===== config.mk =====
export PLATFORM = sky130hd
export DESIGN_NAME = tx_arbiter_flat
export DESIGN_NICKNAME = d
export VERILOG_FILES = /design/src/rtl/tx_arbiter_pkg.sv /design/src/rtl/tx_arbiter_if.sv /design/src/rtl/tx_arbiter_owner_fifo.sv /design/src/rtl/tx_arbiter.sv /design/src/flat_wrapper.sv
export SDC_FILE = /design/constraint.sdc
export NUM_CORES = 1
export LEC_CHECK = 0
export CAP_MARGIN = 20
export CORE_UTILIZATION = 40
export CTS_CLUSTER_DIAMETER = 200
export DETAILED_ROUTE_END_ITERATION = 16
export PLACE_DENSITY_LB_ADDON = 0.1
export REMOVE_ABC_BUFFERS = 1
export SLEW_MARGIN = 20
export SYNTH_ARGS = -nofsm -noshare
export SYNTH_HDL_FRONTEND = slang
export SYNTH_SLANG_ARGS = --single-unit

===== constraint.sdc =====
create_clock -name clk -period 2.1 [get_ports clk]
set_input_delay 0.63 -clock clk [delete_from_list [all_inputs] [get_ports clk]]
set_output_delay 0.63 -clock clk [all_outputs]
set_load 0.01 [all_outputs]

===== src/rtl/tx_arbiter_pkg.sv =====
// -----------------------------------------------------------------------------
// tx_arbiter_pkg
// Shared definitions for the TX channel arbiter:
//   - TX_CMD_BITS       : width of a serial TX command word
//   - TX_HEADER_*       : command header encodings (top nibble of a command)
//   - arb_state_e       : arbiter FSM states (ARB_IDLE / ARB_ARMED / ARB_BUSY)
//   - owner_e           : reply owner encoding (OWNER_PF = 0, OWNER_SCH = 1)
//   - make_cmd()        : packs a header and an address into a command word
// -----------------------------------------------------------------------------
package tx_arbiter_pkg;

    localparam int TX_CMD_BITS = 16;

    localparam logic [3:0] TX_HEADER_READ_16    = 4'h1;
    localparam logic [3:0] TX_HEADER_READ_32    = 4'h2;
    localparam logic [3:0] TX_HEADER_WRITE_16   = 4'h3;
    localparam logic [3:0] TX_HEADER_WRITE_32   = 4'h4;
    localparam logic [3:0] TX_HEADER_PC_WR_PREF = 4'h5;

    typedef enum logic [1:0] {
        ARB_IDLE  = 2'd0,
        ARB_ARMED = 2'd1,
        ARB_BUSY  = 2'd2
    } arb_state_e;

    typedef enum logic {
        OWNER_PF  = 1'b0,
        OWNER_SCH = 1'b1
    } owner_e;

    // Command word layout: {header[3:0], address[11:0]}
    function automatic logic [TX_CMD_BITS-1:0] make_cmd(input logic [3:0]  hdr,
                                                        input logic [11:0] addr);
        return {hdr, addr};
    endfunction

endpackage


===== src/rtl/tx_arbiter_if.sv =====
// -----------------------------------------------------------------------------
// tx_arbiter_if
// Bundles the requester, serializer and RX-side handshake signals of the TX
// arbiter.
//   modport master : the arbiter itself (consumes requests / serializer status,
//                    drives started pulses, presented command and reply routing)
//   modport slave  : the surrounding logic (prefetcher, scheduler, serializer,
//                    RX deframer)
// Signals:
//   pf_cmd_valid, pf_cmd                     prefetcher read request
//   sch_cmd_valid, sch_cmd, sch_reply_wanted scheduler request
//   sch_reserve                              scheduler blocks prefetch starts
//   pf_started, sch_started                  one-cycle acceptance pulses
//   tx_command_valid, tx_command             command presented to serializer
//   tx_command_started, tx_done              serializer status
//   rx_started, rx_done                      RX reply progress
//   rx_for_sch                               reply owner (1 = scheduler)
//   reply_err                                sticky orphan-reply flag
// -----------------------------------------------------------------------------
interface tx_arbiter_if;
    import tx_arbiter_pkg::*;

    logic                   pf_cmd_valid;
    logic [TX_CMD_BITS-1:0] pf_cmd;
    logic                   pf_started;
    logic                   sch_cmd_valid;
    logic [TX_CMD_BITS-1:0] sch_cmd;
    logic                   sch_reply_wanted;
    logic                   sch_reserve;
    logic                   sch_started;
    logic                   tx_command_valid;
    logic [TX_CMD_BITS-1:0] tx_command;
    logic                   tx_command_started;
    logic                   tx_done;
    logic                   rx_started;
    logic                   rx_done;
    logic                   rx_for_sch;
    logic                   reply_err;

    modport master (
        input  pf_cmd_valid, pf_cmd, sch_cmd_valid, sch_cmd, sch_reply_wanted,
               sch_reserve, tx_command_started, tx_done, rx_started, rx_done,
        output pf_started, sch_started, tx_command_valid, tx_command,
               rx_for_sch, reply_err
    );

    modport slave (
        output pf_cmd_valid, pf_cmd, sch_cmd_valid, sch_cmd, sch_reply_wanted,
               sch_reserve, tx_command_started, tx_done, rx_started, rx_done,
        input  pf_started, sch_started, tx_command_valid, tx_command,
               rx_for_sch, reply_err
    );

endinterface


===== src/rtl/tx_arbiter_owner_fifo.sv =====
// -----------------------------------------------------------------------------
// tx_arbiter_owner_fifo
// Remembers, in issue order, which requester owns each outstanding
// reply-expecting read. 1-bit entries (1 = scheduler), MAX_OUT deep.
// Ports:
//   clk, reset  clock, asynchronous active-high reset
//   push_i      append din_i (ignored when full unless a pop happens too)
//   pop_i       drop the head entry (ignored when empty)
//   din_i       owner bit to append
//   head_o      owner of the oldest entry, 0 when empty
//   empty_o     no outstanding entries
//   full_o      MAX_OUT entries outstanding
// -----------------------------------------------------------------------------
module tx_arbiter_owner_fifo #(
    parameter int MAX_OUT = 2
) (
    input  logic clk,
    input  logic reset,
    input  logic push_i,
    input  logic pop_i,
    input  logic din_i,
    output logic head_o,
    output logic empty_o,
    output logic full_o
);
    localparam int PTR_W = (MAX_OUT > 1) ? $clog2(MAX_OUT) : 1;
    localparam int CNT_W = $clog2(MAX_OUT + 1);
    localparam logic [PTR_W-1:0] LAST_PTR = PTR_W'(MAX_OUT - 1);
    localparam logic [CNT_W-1:0] FULL_CNT = CNT_W'(MAX_OUT);

    logic [MAX_OUT-1:0] mem_q;
    logic [PTR_W-1:0]   wr_ptr_q, wr_ptr_d;
    logic [PTR_W-1:0]   rd_ptr_q, rd_ptr_d;
    logic [CNT_W-1:0]   count_q, count_d;
    logic               do_push_s, do_pop_s;

    assign empty_o = (count_q == CNT_W'(0));
    assign full_o  = (count_q == FULL_CNT);
    assign head_o  = empty_o ? 1'b0 : mem_q[rd_ptr_q];

    // Next-state for pointers and occupancy; a push into a full FIFO is only
    // legal when the head leaves in the same cycle.
    always_comb begin
        do_pop_s  = pop_i & ~empty_o;
        do_push_s = push_i & (~full_o | do_pop_s);
        if (do_push_s) begin
            wr_ptr_d = (wr_ptr_q == LAST_PTR) ? PTR_W'(0) : wr_ptr_q + PTR_W'(1);
        end else begin
            wr_ptr_d = wr_ptr_q;
        end
        if (do_pop_s) begin
            rd_ptr_d = (rd_ptr_q == LAST_PTR) ? PTR_W'(0) : rd_ptr_q + PTR_W'(1);
        end else begin
            rd_ptr_d = rd_ptr_q;
        end
        case ({do_push_s, do_pop_s})
            2'b10:   count_d = count_q + CNT_W'(1);
            2'b01:   count_d = count_q - CNT_W'(1);
            default: count_d = count_q;
        endcase
    end

    // Storage, pointer and occupancy registers.
    always_ff @(posedge clk or posedge reset) begin
        if (reset) begin
            mem_q    <= '0;
            wr_ptr_q <= '0;
            rd_ptr_q <= '0;
            count_q  <= '0;
        end else begin
            if (do_push_s) begin
                mem_q[wr_ptr_q] <= din_i;
            end
            wr_ptr_q <= wr_ptr_d;
            rd_ptr_q <= rd_ptr_d;
            count_q  <= count_d;
        end
    end

endmodule


===== src/rtl/tx_arbiter.sv =====
// -----------------------------------------------------------------------------
// tx_arbiter
// Shares the serial TX command channel between the instruction prefetcher and
// the scheduler. A grant is held from arbitration until the serializer reports
// tx_done; owners of reply-expecting reads are queued so that RX replies are
// routed back to the requester that issued them.
// Ports:
//   clk    clock
//   reset  asynchronous, active-high reset
//   bus    tx_arbiter_if.master (requests, serializer and RX handshakes)
// Parameters:
//   MAX_OUT       maximum outstanding reply-expecting reads (power of 2, >= 1)
//   STARVE_LIMIT  scheduler grants in a row before the prefetcher is forced
// Build option:
//   TX_ARB_FAIRNESS_EN  when defined, a starvation counter lets the prefetcher
//                       win after STARVE_LIMIT priority-only losses; otherwise
//                       the scheduler has strict priority.
// -----------------------------------------------------------------------------
module tx_arbiter
    import tx_arbiter_pkg::*;
#(
    parameter int MAX_OUT      = 2,
    parameter int STARVE_LIMIT = 4
) (
    input  logic         clk,
    input  logic         reset,
    tx_arbiter_if.master bus
);
    arb_state_e             state_q;
    owner_e                 owner_q;
    logic [TX_CMD_BITS-1:0] cmd_q;
    logic                   reply_q;
    logic                   tx_valid_q;
    logic                   reply_err_q;

    logic fifo_full_s, fifo_empty_s, fifo_head_s;
    logic sch_elig_s, pf_elig_s;
    logic grant_sch_s, grant_pf_s;
    logic accept_s, push_s;

`ifdef TX_ARB_FAIRNESS_EN
    localparam int STARVE_W = $clog2(STARVE_LIMIT + 1);
    logic [STARVE_W-1:0] starve_q;
    logic                starve_hit_s;

    assign starve_hit_s = (starve_q == STARVE_W'(STARVE_LIMIT));
`else
    // The limit only has meaning when the fairness counter is built.
    logic starve_limit_unused_s;
    assign starve_limit_unused_s = (STARVE_LIMIT > 0);
`endif

    // Eligibility and arbitration; decisions are only taken in ARB_IDLE.
    always_comb begin
        sch_elig_s = bus.sch_cmd_valid & ~(bus.sch_reply_wanted & fifo_full_s);
        pf_elig_s  = bus.pf_cmd_valid & ~bus.sch_reserve & ~fifo_full_s;
`ifdef TX_ARB_FAIRNESS_EN
        grant_pf_s = (state_q == ARB_IDLE) & pf_elig_s & (~sch_elig_s | starve_hit_s);
`else
        grant_pf_s = (state_q == ARB_IDLE) & pf_elig_s & ~sch_elig_s;
`endif
        grant_sch_s = (state_q == ARB_IDLE) & sch_elig_s & ~grant_pf_s;
        accept_s    = (state_q == ARB_ARMED) & bus.tx_command_started;
        push_s      = accept_s & reply_q;
    end

    // Arbiter FSM: latch the winner in IDLE, present it in ARMED, wait in BUSY.
    always_ff @(posedge clk or posedge reset) begin
        if (reset) begin
            state_q    <= ARB_IDLE;
            owner_q    <= OWNER_PF;
            cmd_q      <= '0;
            reply_q    <= 1'b0;
            tx_valid_q <= 1'b0;
        end else begin
            case (state_q)
                ARB_IDLE: begin
                    if (grant_sch_s) begin
                        owner_q    <= OWNER_SCH;
                        cmd_q      <= bus.sch_cmd;
                        reply_q    <= bus.sch_reply_wanted;
                        tx_valid_q <= 1'b1;
                        state_q    <= ARB_ARMED;
                    end else if (grant_pf_s) begin
                        // Prefetches are always reads, so they always expect a reply.
                        owner_q    <= OWNER_PF;
                        cmd_q      <= bus.pf_cmd;
                        reply_q    <= 1'b1;
                        tx_valid_q <= 1'b1;
                        state_q    <= ARB_ARMED;
                    end
                end
                ARB_ARMED: begin
                    // The latched command is held even if the requester drops valid.
                    if (bus.tx_command_started) begin
                        tx_valid_q <= 1'b0;
                        cmd_q      <= '0;
                        state_q    <= ARB_BUSY;
                    end
                end
                ARB_BUSY: begin
                    // Returning to IDLE guarantees one idle cycle between messages.
                    if (bus.tx_done) begin
                        state_q <= ARB_IDLE;
                    end
                end
                default: begin
                    state_q    <= ARB_IDLE;
                    tx_valid_q <= 1'b0;
                    cmd_q      <= '0;
                end
            endcase
        end
    end

    // Sticky flag for a reply that arrives with nothing outstanding.
    always_ff @(posedge clk or posedge reset) begin
        if (reset) begin
            reply_err_q <= 1'b0;
        end else if ((bus.rx_started | bus.rx_done) & fifo_empty_s) begin
            reply_err_q <= 1'b1;
        end
    end

`ifdef TX_ARB_FAIRNESS_EN
    // Starvation counter: counts scheduler wins that beat an otherwise-eligible prefetch.
    always_ff @(posedge clk or posedge reset) begin
        if (reset) begin
            starve_q <= '0;
        end else if (grant_pf_s) begin
            starve_q <= '0;
        end else if (grant_sch_s & pf_elig_s) begin
            starve_q <= starve_q + STARVE_W'(1);
        end
    end
`endif

    tx_arbiter_owner_fifo #(
        .MAX_OUT (MAX_OUT)
    ) u_fifo (
        .clk     (clk),
        .reset   (reset),
        .push_i  (push_s),
        .pop_i   (bus.rx_done),
        .din_i   (owner_q),
        .head_o  (fifo_head_s),
        .empty_o (fifo_empty_s),
        .full_o  (fifo_full_s)
    );

    // Started pulses follow the serializer handshake in the same cycle.
    assign bus.pf_started       = accept_s & (owner_q == OWNER_PF);
    assign bus.sch_started      = accept_s & (owner_q == OWNER_SCH);
    assign bus.tx_command_valid = tx_valid_q;
    assign bus.tx_command       = cmd_q;
    assign bus.rx_for_sch       = fifo_head_s;
    assign bus.reply_err        = reply_err_q;

endmodule

===== src/flat_wrapper.sv =====
// flat-port wrapper written by rule: the top's interface ports become plain ports
module tx_arbiter_flat import tx_arbiter_pkg::*;
#(
    parameter int MAX_OUT      = 2,
    parameter int STARVE_LIMIT = 4
)
  (clk, reset, bus_pf_cmd_valid, bus_pf_cmd, bus_sch_cmd_valid, bus_sch_cmd, bus_sch_reply_wanted, bus_sch_reserve, bus_tx_command_started, bus_tx_done, bus_rx_started, bus_rx_done, bus_pf_started, bus_sch_started, bus_tx_command_valid, bus_tx_command, bus_rx_for_sch, bus_reply_err);
  tx_arbiter_if bus_i ();
  input  logic clk;
  input  logic reset;
  input wire logic [$bits(bus_i.pf_cmd_valid)-1:0] bus_pf_cmd_valid;
  input wire logic [$bits(bus_i.pf_cmd)-1:0] bus_pf_cmd;
  input wire logic [$bits(bus_i.sch_cmd_valid)-1:0] bus_sch_cmd_valid;
  input wire logic [$bits(bus_i.sch_cmd)-1:0] bus_sch_cmd;
  input wire logic [$bits(bus_i.sch_reply_wanted)-1:0] bus_sch_reply_wanted;
  input wire logic [$bits(bus_i.sch_reserve)-1:0] bus_sch_reserve;
  input wire logic [$bits(bus_i.tx_command_started)-1:0] bus_tx_command_started;
  input wire logic [$bits(bus_i.tx_done)-1:0] bus_tx_done;
  input wire logic [$bits(bus_i.rx_started)-1:0] bus_rx_started;
  input wire logic [$bits(bus_i.rx_done)-1:0] bus_rx_done;
  output wire logic [$bits(bus_i.pf_started)-1:0] bus_pf_started;
  output wire logic [$bits(bus_i.sch_started)-1:0] bus_sch_started;
  output wire logic [$bits(bus_i.tx_command_valid)-1:0] bus_tx_command_valid;
  output wire logic [$bits(bus_i.tx_command)-1:0] bus_tx_command;
  output wire logic [$bits(bus_i.rx_for_sch)-1:0] bus_rx_for_sch;
  output wire logic [$bits(bus_i.reply_err)-1:0] bus_reply_err;
  assign bus_i.pf_cmd_valid = bus_pf_cmd_valid;
  assign bus_i.pf_cmd = bus_pf_cmd;
  assign bus_i.sch_cmd_valid = bus_sch_cmd_valid;
  assign bus_i.sch_cmd = bus_sch_cmd;
  assign bus_i.sch_reply_wanted = bus_sch_reply_wanted;
  assign bus_i.sch_reserve = bus_sch_reserve;
  assign bus_i.tx_command_started = bus_tx_command_started;
  assign bus_i.tx_done = bus_tx_done;
  assign bus_i.rx_started = bus_rx_started;
  assign bus_i.rx_done = bus_rx_done;
  assign bus_pf_started = bus_i.pf_started;
  assign bus_sch_started = bus_i.sch_started;
  assign bus_tx_command_valid = bus_i.tx_command_valid;
  assign bus_tx_command = bus_i.tx_command;
  assign bus_rx_for_sch = bus_i.rx_for_sch;
  assign bus_reply_err = bus_i.reply_err;
  tx_arbiter #(.MAX_OUT(MAX_OUT), .STARVE_LIMIT(STARVE_LIMIT)) u_core (.clk(clk), .reset(reset), .bus(bus_i));
endmodule

## Yosys cells after proc, flatten, opt, wreduce, memory -nomap -nowiden

Cells that the tools add are included.

- Register bits: 28
- Input port bits: 42
- Output and inout bits: 21

- $add $sub $neg: 4
- $lt $le $gt $ge: 3
- Equal/unequal tests: 8
- Muxes and demuxes: 25
- Bitwise logic cells: 25
- Reductions and logical operators: 8

Operator list:

| kind | count |
|---|---|
| 2-to-1 mux 16 bit | 3 |
| one-hot mux 16 bit (3 select lines) | 1 |
| AND 1 bit | 15 |
| 2-to-1 mux 1 bit | 12 |
| 2-to-1 mux 2 bit | 4 |
| NOT 1 bit | 8 |
| equality test 2 bit (second input constant) | 3 |
| one-hot mux 2 bit (3 select lines) | 1 |
| AND reduction 3 bit | 2 |
| equality test 2 x 1 -> 1 bit (second input constant) | 2 |
| logical NOT 2 bit | 2 |
| less-than comparator 1 x 2 -> 1 bit (second input constant) | 2 |
| inequality test 2 bit (second input constant) | 2 |
| one-hot mux 2 bit (2 select lines) | 1 |
| nonzero test 2 bit | 2 |
| inequality test 3 x 1 -> 1 bit (second input constant) | 1 |
| one-hot mux 1 bit (3 select lines) | 1 |
| adder 1 bit (second input constant) | 2 |
| adder 2 x 1 -> 2 bit (second input constant) | 1 |
| bitwise mux 2 bit | 1 |
| bitwise OR 1 bit | 2 |
| AND reduction 2 bit | 1 |
| subtractor 2 x 1 -> 2 bit (second input constant) | 1 |
| demux 1 bit (select 1 bit) | 1 |
| 2 further kinds | 2 |

## Longest topological paths before layout

- Word-level depth: 10
- Mapped depth: 6

## Modules after synthesis

A second synthesis with hierarchy kept.

- Cell total of the unflattened synthesis: 139
- Area, all modules: 1460.2 sq um

Modules (own cells, without submodules):

| module | instances | cells each | area each (sq um) | sequential area each (sq um) |
|---|---|---|---|---|
| tx_arbiter | 1 | 108 | 1139.8 | 550.5 |
| tx_arbiter_owner_fifo | 1 | 31 | 320.3 | 150.1 |

## Worst setup path before layout

OpenSTA, ideal clock, no wires.

- Path kind: in2reg
- Start point: input port bus_rx_done
- End point: register u_core.u_fifo.count_q[1]
- Setup time: 0.080 ns
- Arrival: 1.836 ns
- Data required time: 2.020 ns
- Path slack: 0.184 ns
- Stages: 4
- Buffers on the path: 0
- Path through: o311ai_0 ha_1 nor2_1 xnor2_1

- Cells in the longest elaborated chain, start to end: 5

Ends and longest elaborated chain:

| item | line | source |
|---|---|---|
| from (decl) | flat_wrapper.sv:20 | `input wire logic [$bits(bus_i.rx_done)-1:0] bus_rx_done;` |
| AND 1 bit * | tx_arbiter_owner_fifo.sv:44 | `do_pop_s = pop_i & ~empty_o;` |
| bitwise OR 1 bit | tx_arbiter_owner_fifo.sv:45 | `do_push_s = push_i & (~full_o \| do_pop_s);` |
| AND 1 bit | tx_arbiter_owner_fifo.sv:45 |  |
| equality test 2 x 1 -> 1 bit / equality test 2 bit (equally long branches) | tx_arbiter_owner_fifo.sv:56 | `case ({do_push_s, do_pop_s})` |
| one-hot mux 2 bit (2 select lines) / nonzero test 2 bit (equally long branches) | -- |  |
| to (signal assigned) | tx_arbiter_owner_fifo.sv:76 | `count_q <= count_d;` |
| to (decl) | tx_arbiter_owner_fifo.sv:34 | `logic [CNT_W-1:0] count_q, count_d;` |

Every way passes the cells marked *; elsewhere a longest branch is shown, timed or not.
A chain may end at the register's enable or synchronous reset.

## Final worst setup path

- Start point: input port bus_tx_command_started
- End point: output port bus_sch_started

- Cells in the longest elaborated chain, start to end: 2

Ends and longest elaborated chain:

| item | line | source |
|---|---|---|
| from (decl) | flat_wrapper.sv:17 | `input wire logic [$bits(bus_i.tx_command_started)-1:0] bus_tx_command_started;` |
| AND 1 bit | tx_arbiter.sv:63 | `accept_s = (state_q == ARB_ARMED) & bus.tx_command_started;` |
| AND 1 bit | tx_arbiter.sv:153 | `assign bus.sch_started = accept_s & (owner_q == OWNER_SCH);` |
| to (decl) | flat_wrapper.sv:22 | `output wire logic [$bits(bus_i.sch_started)-1:0] bus_sch_started;` |

Every way passes these cells.

==> run_results.csv <==
group,metric,value,unit
outcome,status,"finished, final reports clean",
clock_tree,clk_path_buf_depth,2,
clock_tree,cts_tree,"built",
drt,num_vias,1190,
floorplanning,row_count,20,
hold_path,hp-class,"flip-flop to flip-flop",
yosys,synth_top_family_by_area,"compound AO/OA/AOI/OAI gates",
drt,route.detailed.drc,0,
power_and_ir_drop,pwr_density_cell,1265,mW/mm2
finish,n_antenna_cell,0,
floorplanning,die_y,60.02,um
timing,finClkSkew,0.006873,ns
yosys,synthAdderAreaFrac,0.9294,%
finish,regArea,700.7,um2
yosys,synth_area_per_cell,11.71,um2
critical_path,crit_arrival,1.40,ns
finish,mostFrequentLayoutCell,"clkdlybuf4s50_1",
floorplanning,io_pins,63,
clock_tree,path_clk_slew,0.15,ns
grt,overflow,0,
clock_tree,cts_buffers,3,
critical_path,r2r_slack,0.25,ns
drt,wl,3.257,mm
timing,max_slew_margin,66.25,%
clock_tree,insertion_delay,0.32,ns
drt,wl_per_cell,13.68,um
critical_path,worstPathMaxFanout,3,
critical_path,max_stage_delay,0.25,ns
place,post-place-ws,-0.5636,ns
drt,drt-vias-per-instance,5.000,
yosys,synth_compound_area_share,22.77,%
place,hpwl,2.543,mm
yosys,yosys.area_share.xor_xnor,3.253,%
critical_path,cp.required,1.47,ns
clock_tree,htree_num_levels,1,
floorplanning,start_util,43.04,%
clock_tree,clock_sinks,28,
yosys,synth.area.mux_share,7.156,%
clock_tree,clock-root-buffer,"clkbuf_4",
grt,grt_start_max_net_pins,29,
critical_path,crit_path_end_kind,"output pin",
critical_path,worstPathCellList,"dlygate4sd2_1 -> and3b_2 -> and2_1 -> buf_2",
drt,drtIter0Drc,39,
critical_path,crit_type,"input port to output pin",
timing,max_freq,491.9,MHz
timing,period_needed,2.033,ns
timing,period_share,96.80,%
timing,worst_pin_slew,0.5000,ns
finish,syn_to_final_growth,60.13,%
drt,antenna_left,0,
place,dpl-instance-area,0.002123,mm2
yosys,syn_area,0.001346,mm2
finish,mostFrequentLayoutCells,"58 x clkdlybuf4s50_1, 28 x dfrtp_1, 15 x a21o_1, 15 x buf_4, 13 x a22o_1",
finish,fin_area,0.002156,mm2
finish,multiInputGateArea,596.8,um2
floorplanning,die_w,60.02,um
timing,setup_ws,0.06713,ns
drt,firstDrtPassIters,4,
floorplanning,core_area,0.003128,mm2
critical_path,critPathSlowestCell,"dlygate4sd2_1",
place,gp_congestion,0.6967,
yosys,synth_ff_type,"dfrtp_1",
timing,final-setup-viol-count,0,
job,maxCapViolCount,0,
yosys,yosys_warnings,0,
finish,num-fill-cells,236,
critical_path,worstSetupStartpointType,"input port",
yosys,ys_seq_area_share,52.04,%
yosys,ys_types,27,
finish,fin_nets,238,
yosys,synth-simple-area-share,10.13,%
clock_tree,ctsHoldBuffers,0,
grt,first_global_vias,1183,
timing,hold_viol_final,0,
finish,drive_above_1_share,17.01,%
power_and_ir_drop,p_leak,0.001035,uW
floorplanning,dieArea,0.003602,mm2
power_and_ir_drop,peakVddDrop,0.6637,mV
grt,grt_pass1_wl,5.216,mm
yosys,syn_inst,115,
place,dp_cells,233,
timing,rsz0062_at_grt,"false",
yosys,synth_edf_count,0,
finish,fin_cells,238,
timing,slew_violations,0,
place,port-buffer-count,62,
yosys,synth_seq_cells,28,
grt,grt.total_usage,19.57,%
yosys,synthArstFlopShare,100.0,%
grt,antenna_found_initial,0,
==> state kept, by name (all words and copies together) (netlist names) <==
signal                       cells
u_core.reply_q                   1
u_core.u_fifo.mem_q              2
u_core.bus.tx_command_valid      1
u_core.bus.tx_command           16
u_core.state_q                   2
u_core.bus.reply_err             1
u_core.u_fifo.count_q            2
u_core.u_fifo.wr_ptr_q           1
u_core.owner_q                   1
u_core.u_fifo.rd_ptr_q           1
==> metrics by stage <==
step                      power [uW]  util (%)  hold slack, ns  TNS [ns]
after global routing            2918     68.92          0.5183         0
after floorplan                 1711         -          0.4633         0
after detailed placement        2498     67.88          0.4616    -5.662
after CTS                       2753     68.92          0.4966         0
final                           2726     68.92          0.4894         0
after global placement          2435     67.88          0.4515    -4.960
==> final cells by class <==
| type | count | area share (%) |
|---|---|---|
| inverters | 7 | 1.219 |
| flip-flops and latches | 28 | 32.50 |
| repair buffers | 78 | 34.36 |
| multi-input cells | 77 | 27.68 |
| clock buffers | 4 | 1.683 |
| well taps | 44 | 2.554 |
==> path summary, 6_finish.rpt <==
path | from | end | cells after the start
setup / recovery | bus_tx_command_started | bus_sch_started | 4
max in group asynchronous | reset | u_core.bus.tx_command[13] | 3
setup reg to reg | u_core.u_fifo.count_q[0] | u_core.bus.tx_command[10] | 5
min in group asynchronous | reset | u_core.bus.tx_command[15] | 3
hold / removal | u_core.bus.reply_err | u_core.bus.reply_err | 1
hold reg to reg | u_core.bus.reply_err | u_core.bus.reply_err | 1
==> synth_stat cells (all sizes together), types with 2 or more instances <==
cell / n / area share, %
a21o: 15 / 8.4
a21oi: 2 / 1.6
a22o: 13 / 8.5
buf: 3 / 1.8
dfrtp: 28 / 52
inv: 7 / 2.0
mux2: 5 / 4.2
mux2i: 4 / 3.0
nand2: 6 / 1.7
nand2b: 3 / 1.4
nor2: 9 / 2.5
nor2b: 2 / 0.93
o21ai: 5 / 2.1
xnor2: 4 / 2.6
==> worst max-delay path: cells and delay by family <==
kind | cells | cell delay, ns
buffers and inverters | 2 | 0.38
AND/OR/NAND/NOR | 2 | 0.39
==> what timing repair did <==
action,4_1_cts,5_1_grt
resized for setup,11,0
setup buffers,1,0
endpoints found under the setup margin,3,0
==> where the power goes <==
group	internal, uW	switching [uW]
clock network	106	152
registers	786	139
logic	900	644
total	1790	934
==> routing by layer <==
layer  track usage, %  share of wire [%]
met1            22.91                 42
met3            3.896                6.3
met5                0                  0
met4            5.980               0.98
met2            35.71                 51
==> cell families after synthesis <==
family | Yosys count
compound gates | 37
simple gates | 25
fa+ha+maj | 1
flops | 28
xor+xnor | 5
buf+inv | 10
mux | 9
Power figures use the tool's default switching activity.
